**src/rtl/store_buffer_if.sv**
```systemverilog
`default_nettype none
// ============================================================================
//  Module   : store_buffer_if
//  Brief    : Request/response and data-memory port bundle for store_buffer.
//             The slave side is the store buffer itself; the master side is
//             the execute stage together with the data memory.
//  Revision : 1.0 - initial release
// ============================================================================
interface store_buffer_if #(
  parameter int AW = 6,
  parameter int DW = 32
) ();

  // Request channel from the execute stage
  logic          req_valid;
  logic          req_ready;
  logic          req_we;
  logic [AW-1:0] req_addr;
  logic [DW-1:0] req_wdata;

  // Load response channel
  logic          rsp_valid;
  logic [DW-1:0] rsp_data;

  // Data memory port (asynchronous read, synchronous write)
  logic [AW-1:0] mem_addr;
  logic          mem_MW;
  logic [DW-1:0] mem_data_in;
  logic [DW-1:0] mem_out;

  // Queue status
  logic          empty;

  modport slave (
    input  req_valid, req_we, req_addr, req_wdata, mem_out,
    output req_ready, rsp_valid, rsp_data, mem_addr, mem_MW, mem_data_in, empty
  );

  modport master (
    output req_valid, req_we, req_addr, req_wdata, mem_out,
    input  req_ready, rsp_valid, rsp_data, mem_addr, mem_MW, mem_data_in, empty
  );

endinterface
`default_nettype wire

```
**src/rtl/store_buffer.sv**
```systemverilog
`default_nettype none
// ============================================================================
//  Module   : store_buffer
//  Brief    : Posted-write store buffer with a one-cycle load path. Stores are
//             queued in a circular FIFO and drained to data memory in cycles
//             with no accepted request; loads read memory combinationally and
//             are forwarded from the youngest matching queued store.
//  Revision : 1.0 - initial release
// ============================================================================
module store_buffer #(
  parameter int DEPTH = 4,
  parameter int AW    = 6,
  parameter int DW    = 32
) (
  input  logic          CLK,
  input  logic          reset,
  store_buffer_if.slave bus
);

  localparam int                 c_ptr_w   = (DEPTH > 1) ? $clog2(DEPTH) : 1;
  localparam logic [c_ptr_w-1:0] c_ptr_one = c_ptr_w'(1);
  localparam logic [c_ptr_w:0]   c_cnt_one = (c_ptr_w + 1)'(1);
  localparam logic [c_ptr_w:0]   c_depth   = (c_ptr_w + 1)'(DEPTH);

  // Queue storage and pointers
  logic [AW-1:0]      r_q_addr [DEPTH];
  logic [DW-1:0]      r_q_data [DEPTH];
  logic [c_ptr_w-1:0] r_head;
  logic [c_ptr_w-1:0] r_tail;
  logic [c_ptr_w:0]   r_count;

  // Registered load response
  logic               r_rsp_valid;
  logic [DW-1:0]      r_rsp_data;

  // Handshake and per-cycle decisions
  logic               w_ready;
  logic               w_accept;
  logic               w_enq;
  logic               w_load;
  logic               w_drain;

  // Forwarding network
  logic [DEPTH-1:0]   w_match;
  logic [c_ptr_w-1:0] w_idx;
  logic               w_fwd_hit;
  logic [DW-1:0]      w_fwd_data;

  // ready/empty depend on the occupancy count alone; a same-cycle drain
  // never opens a slot early, so a full queue always gets a drain cycle.
  assign w_ready  = (r_count < c_depth);
  assign w_accept = bus.req_valid & w_ready & reset;
  assign w_enq    = w_accept &  bus.req_we;
  assign w_load   = w_accept & ~bus.req_we;
  assign w_drain  = ~w_accept & (r_count != '0) & reset;

  assign bus.req_ready = w_ready;
  assign bus.empty     = (r_count == '0);
  assign bus.rsp_valid = r_rsp_valid;
  assign bus.rsp_data  = r_rsp_data;

  // An entry is live when its distance from head is below the count.
  for (genvar gi = 0; gi < DEPTH; gi++) begin : g_entry
    logic [c_ptr_w-1:0] w_age;
    assign w_age        = c_ptr_w'(gi) - r_head;
    assign w_match[gi]  = ({1'b0, w_age} < r_count) &&
                          (r_q_addr[gi] == bus.req_addr);
  end

  // Walk entries oldest to youngest so the youngest matching store wins.
  always_comb begin
    w_fwd_hit  = 1'b0;
    w_fwd_data = '0;
    w_idx      = '0;
    for (int k = 0; k < DEPTH; k++) begin
      w_idx = r_head + c_ptr_w'(k);
      if (w_match[w_idx]) begin
        w_fwd_hit  = 1'b1;
        w_fwd_data = r_q_data[w_idx];
      end
    end
  end

  // Memory port: loads take the port, otherwise drain the head entry,
  // otherwise park the port at zero.
  always_comb begin
    bus.mem_MW      = 1'b0;
    bus.mem_addr    = '0;
    bus.mem_data_in = '0;
    if (w_load) begin
      bus.mem_addr = bus.req_addr;
    end else if (w_drain) begin
      bus.mem_MW      = 1'b1;
      bus.mem_addr    = r_q_addr[r_head];
      bus.mem_data_in = r_q_data[r_head];
    end
  end

  // Queue state: enqueue at tail on accepted stores, retire head on drains.
  always_ff @(posedge CLK or negedge reset) begin
    if (!reset) begin
      r_head  <= '0;
      r_tail  <= '0;
      r_count <= '0;
      for (int i = 0; i < DEPTH; i++) begin
        r_q_addr[i] <= '0;
        r_q_data[i] <= '0;
      end
    end else begin
      if (w_enq) begin
        r_q_addr[r_tail] <= bus.req_addr;
        r_q_data[r_tail] <= bus.req_wdata;
        r_tail           <= r_tail + c_ptr_one;
      end
      if (w_drain) begin
        r_head <= r_head + c_ptr_one;
      end
      if (w_enq) begin
        r_count <= r_count + c_cnt_one;
      end else if (w_drain) begin
        r_count <= r_count - c_cnt_one;
      end
    end
  end

  // Load response: one-cycle valid pulse, data held until the next load.
  always_ff @(posedge CLK or negedge reset) begin
    if (!reset) begin
      r_rsp_valid <= 1'b0;
      r_rsp_data  <= '0;
    end else begin
      r_rsp_valid <= w_load;
      if (w_load) begin
        r_rsp_data <= w_fwd_hit ? w_fwd_data : bus.mem_out;
      end
    end
  end

endmodule
`default_nettype wire

```
**src/flat_wrapper.sv**
```systemverilog
// flat-port wrapper written by rule: the top's interface ports become plain ports
module store_buffer_flat 
#(
  parameter int DEPTH = 4,
  parameter int AW    = 6,
  parameter int DW    = 32
)
  (CLK, reset, bus_req_valid, bus_req_we, bus_req_addr, bus_req_wdata, bus_mem_out, bus_req_ready, bus_rsp_valid, bus_rsp_data, bus_mem_addr, bus_mem_MW, bus_mem_data_in, bus_empty);
  store_buffer_if #(.AW(AW), .DW(DW)) bus_i ();
  input  logic CLK;
  input  logic reset;
  input wire logic [$bits(bus_i.req_valid)-1:0] bus_req_valid;
  input wire logic [$bits(bus_i.req_we)-1:0] bus_req_we;
  input wire logic [$bits(bus_i.req_addr)-1:0] bus_req_addr;
  input wire logic [$bits(bus_i.req_wdata)-1:0] bus_req_wdata;
  input wire logic [$bits(bus_i.mem_out)-1:0] bus_mem_out;
  output wire logic [$bits(bus_i.req_ready)-1:0] bus_req_ready;
  output wire logic [$bits(bus_i.rsp_valid)-1:0] bus_rsp_valid;
  output wire logic [$bits(bus_i.rsp_data)-1:0] bus_rsp_data;
  output wire logic [$bits(bus_i.mem_addr)-1:0] bus_mem_addr;
  output wire logic [$bits(bus_i.mem_MW)-1:0] bus_mem_MW;
  output wire logic [$bits(bus_i.mem_data_in)-1:0] bus_mem_data_in;
  output wire logic [$bits(bus_i.empty)-1:0] bus_empty;
  assign bus_i.req_valid = bus_req_valid;
  assign bus_i.req_we = bus_req_we;
  assign bus_i.req_addr = bus_req_addr;
  assign bus_i.req_wdata = bus_req_wdata;
  assign bus_i.mem_out = bus_mem_out;
  assign bus_req_ready = bus_i.req_ready;
  assign bus_rsp_valid = bus_i.rsp_valid;
  assign bus_rsp_data = bus_i.rsp_data;
  assign bus_mem_addr = bus_i.mem_addr;
  assign bus_mem_MW = bus_i.mem_MW;
  assign bus_mem_data_in = bus_i.mem_data_in;
  assign bus_empty = bus_i.empty;
  store_buffer #(.DEPTH(DEPTH), .AW(AW), .DW(DW)) u_core (.CLK(CLK), .reset(reset), .bus(bus_i));
endmodule
```
**config.mk**
```make
export PLATFORM = sky130hd
export DESIGN_NAME = store_buffer_flat
export DESIGN_NICKNAME = d
export VERILOG_FILES = /design/src/rtl/store_buffer_if.sv /design/src/rtl/store_buffer.sv /design/src/flat_wrapper.sv
export SDC_FILE = /design/constraint.sdc
export NUM_CORES = 1
export LEC_CHECK = 0
export CAP_MARGIN = 20
export CORE_UTILIZATION = 35
export CTS_CLUSTER_SIZE = 14
export DETAILED_ROUTE_END_ITERATION = 16
export PLACE_DENSITY = 0.63
export SLEW_MARGIN = 20
export SYNTH_ARGS = -nofsm -noshare
export SYNTH_HDL_FRONTEND = slang
export SYNTH_SLANG_ARGS = --single-unit
```
**constraint.sdc**
```tcl
create_clock -name CLK -period 5.4 [get_ports CLK]
set_input_delay 1.08 -clock CLK [delete_from_list [all_inputs] [get_ports CLK]]
set_output_delay 1.08 -clock CLK [all_outputs]
set_load 0.005 [all_outputs]
```
==> results.md <==
* Core area at 0.03362 mm^2
* Measured slew at the worst slew-check pin at 1041 ps
* RSZ-0062 raised after global routing: false
* Leading area contributor after synthesis: dfrtp_1
* Placed cell count at 1641
* Synthesized area at 0.01200 mm^2
* DP Worst Slack at 970.1 ps
* Final slew viol count at 0
* Global Route Usage Sum at 0.1937
* Final setup fails at 0
* CTS root buf: clkbuf_16
* Fin worst setup slack at 951.6 ps
* R2R setup slack at 1260 ps
* Ys Warns at 0
* Worst-skew pair later-pin latency at 430 ps
* Hold_sp: u_core.r_q_data[60]
* Post-synth cell types at 45
* Starting Density at 0.3569
* Switch share at 0.4106
* Hold depth at 1
* Die area at 0.03502 mm^2
* Post-DR wirelength/cell at 20.02 um
* Die height at 187.1 um
* Via count at 9161
* Asr flop ratio synth at 1.000
* Max_slew headroom at 0.3040
* Sum Neg Setup Slack at 0 ps
* Final hold vios at 0
* Status: completed
* DRC at 0
* Maximum VDD drop at 0.3817 mV
* Iter 0 DRT Violations at 567
* Required time of the critical path at 4320 ps
* Row Count at 67
* Initial antenna violation count at 1
* Top cells by area, synth: dfrtp_1, mux2_2, mux2i_1, nand2_1, nand3_2
* Hpwl dp at 21440 um
* Clock network power share at 0.155
* Flop pwr share at 0.325
* Post-synthesis average cell area at 10.70 um^2
* Post-synthesis compound-gate area fraction at 0.09282
* Placer Congestion at 0.7898
* Clk_skew at 14.36 ps
* CP endpoint kind: output port
* Top_reg_cell synth: dfrtp_1
* Multi-input logic area at 0.006763 mm^2
* Detailed Route WL at 33510 um
* Share of cells above drive strength 1 at 0.2547
* CP cell instances: inv_4 > buf_4 > mux2i_1 > and2_1 > clkdlybuf4s50_1
* Delay-heaviest family, CP: buffers and inverters
* Mux share of post-synthesis cell area at 0.2951
* CP bufs+invs at 3
* Simple-gate share of the synthesized area at 0.1421
* Slowest cell on crit path: dfrtp_4
* Period utilization at 0.8238
* Clock Pin Slew Worst Setup and Hold Paths at 80 ps
* Clock buffer depth at 2
* Vias in the first global route at 9293
* Detail Route Antenna Nets at 0
* Critical path's largest stage delay at 730 ps
* Crit Path Category: flop to output port
* Pin count of the biggest net entering global routing at 131
* CTS H-Tree Depth at 4
* Power density over the cells at 578.1 mW/mm^2
* Post-Synth Adder-Cell Area at 0.01001
* Hold buffers post-CTS at 0
* Filler cell count at 3140
* Clk sinks at 192
* Port buffer count at 147
* Worst R2R Start: u_core.r_head[0]
* Hold endpoint: u_core.r_q_data[60]
* Number of synthesized flops with an enable pin at 0
* Area Overhead vs Synth at 20.40%
* Worst EP arrival at 3370 ps
* Logic pwr share at 0.520
* Reg2Reg Depth at 12
* Non-filler cells in the finished layout at 1674
* Inserted Clock Buffers at 17
* Largest family of logic cells by synthesized area: multiplexers
* Post-Synth XOR/XNOR Area at 0.02044
* Max Fanout on Critical Path at 61
* Horiz. Die Dim at 187.1 um
* Synth top area share at 0.4005
* Maxcap violations at 0
* Register area at 0.004812 mm^2
* Remaining global-route overflow at 0
* Post-CTS Resized at 0
* CTS tree: done
* Net Sw Power at 0.003429 W
* Nets@finish at 1295
* Min-Delay Path Class: flop to flop
* Synth Instances at 1121
* Via-to-Cell Ratio at 5.473
* Postcts setup bufs at 0
* Lkg Pwr at 6.479 nW
* Critical R2R Capture: u_core.bus.rsp_data[29]
* Post-synthesis register bit count at 192
* Crit path time final at 4448 ps
* First-pass detailed-route iteration total at 5
* Fmax at 224.8 MHz
* First-pass GRT wire length at 53270 um
* Syn_nets at 1204
* CP startpoint kind: flop
* Int Power at 0.004921 W
* Sequential area share after synthesis at 0.4005
* Io pins at 148
-- layout by cell type, fill, tap and decap left out, drive strengths merged, types with 2 or more instances in the layout --
master | Yosys | layout
clkdlybuf4s50 | 0 | 146
o2111ai | 14 | 14
a2111oi | 4 | 4
inv | 8 | 15
nand3 | 88 | 88
nor2b | 2 | 2
nand4 | 2 | 2
and3 | 3 | 3
o22ai | 4 | 4
xnor2 | 4 | 4
clkinv | 1 | 7
a22o | 6 | 6
nand2b | 2 | 2
mux2 | 167 | 167
dfrtp | 192 | 192
nor3 | 6 | 6
and2 | 19 | 19
a21oi | 16 | 16
nand2 | 159 | 159
or2 | 33 | 33
o221ai | 32 | 32
buf | 47 | 22
mux4 | 7 | 7
nor2 | 18 | 18
mux2i | 150 | 150
ha | 8 | 8
clkbuf | 50 | 18
a41oi | 32 | 32
xor2 | 24 | 24
o211a | 14 | 14
-- layer usage --
layer | share of wire | vias to the layer above | global-route usage
li1 | - | 4270 | -
met1 | 0.46 | 4624 | 0.2611
met2 | 0.48 | 239 | 0.3211
met3 | 0.045 | 28 | 0.03058
met4 | 0.012 | 0 | 0.05359
met5 | 0 | - | 0
-- flip-flops by register name, summed over array words and instances (netlist names) --
name and flops:
u_core.r_q_data 128, u_core.bus.rsp_data 32, u_core.r_q_addr 24, u_core.r_count 3, u_core.r_head 2, u_core.r_tail 2, u_core.bus.rsp_valid 1
-- logic make-up (layout without fill, tap and decap cells) --
logic type               count (synthesis)  in the layout
AO/OA/AOI/OAI                          127            127
XOR/XNOR                                28             28
AND/OR/NAND/NOR                        335            335
flip-flops                             192            192
adder cells (fa/ha/maj)                  9              9
other                                    0              1
multiplexers                           324            324
buffers and inverters                  106            210
-- cell usage after synthesis, types with 2 or more instances --
master and n:
buf_6 4, nand2_1 159, dfrtp_1 192, nand3_2 32
buf_1 10, nand3_1 56, a22o_1 6, a21oi_1 16
o221ai_1 32, clkbuf_1 50, ha_1 8, mux4_2 7
nand2b_1 2, buf_2 33, a41oi_1 32, or2_2 33
o2111ai_1 14, o211a_1 14, nor2b_1 2, xor2_1 24
inv_1 7, and3_1 3, mux2i_1 150, a2111oi_4 2
xnor2_1 4, o22ai_1 4, a2111oi_2 2, nand4_1 2
nor3_1 5, nor2_1 18, and2_1 18, mux2_2 167
-- layout make-up --
| cell class | instances | area share |
|---|---|---|
| antenna | 1 | 0.0001732 |
| clock buffer | 17 | 0.02945 |
| clock inverter | 15 | 0.01213 |
| inverter | 9 | 0.002512 |
| multi-input combinational | 823 | 0.4682 |
| sequential | 192 | 0.3332 |
| tap | 448 | 0.03881 |
| timing repair buffer | 169 | 0.1156 |
-- power by group through the flow --
stage / Sequential (W) / Combinational (W) / Clock [W]
2_1_floorplan: 0.00250 / 0.00318 / 0
3_3_place_gp: 0.00269 / 0.00428 / 0
3_5_place_dp: 0.00273 / 0.00435 / 0
4_1_cts: 0.00270 / 0.00437 / 0.00133
5_1_grt: 0.00280 / 0.00477 / 0.00139
6_report: 0.00271 / 0.00434 / 0.00130
-- worst max path at each step --
stage | from | to | slack, ps | depth (start not counted)
floorplan | bus_req_valid | bus_mem_data_in[12] | 2100 | 4
global placement | bus_req_addr[5] | u_core.bus.rsp_data[20] | 1080 | 9
detailed placement | bus_req_addr[5] | u_core.bus.rsp_data[29] | 970 | 9
CTS | u_core.r_head[0] | bus_mem_data_in[15] | 980 | 5
global route | u_core.r_head[0] | bus_mem_data_in[11] | 840 | 5
finish | u_core.r_head[0] | bus_mem_data_in[15] | 950 | 5
-- metrics by stage --
stage	total power [W]	hold slack, ps	util	area [um^2]
3_3_place_gp	0.006974	508.4	0.4116	13840
3_5_place_dp	0.007076	512.7	0.4116	13840
5_1_grt	0.008962	546.5	0.4296	14440
6_report	0.008350	530.9	0.4297	14440
4_1_cts	0.008404	531.9	0.4295	14440
2_1_floorplan	0.005679	495.7	-	12000
-- worst register-to-register path, stage by stage (launching register included) --
cell	delay, ps
dfrtp_4	730
inv_4	400
nand2_1	150
nand2_1	140
inv_1	60
ha_1	180
a2111oi_2	390
nand3_1	240
nor2_1	200
mux4_2	800
buf_4	420
nand3_2	90
a41oi_1	250
Note: power is estimated with default switching activity, not from simulation.
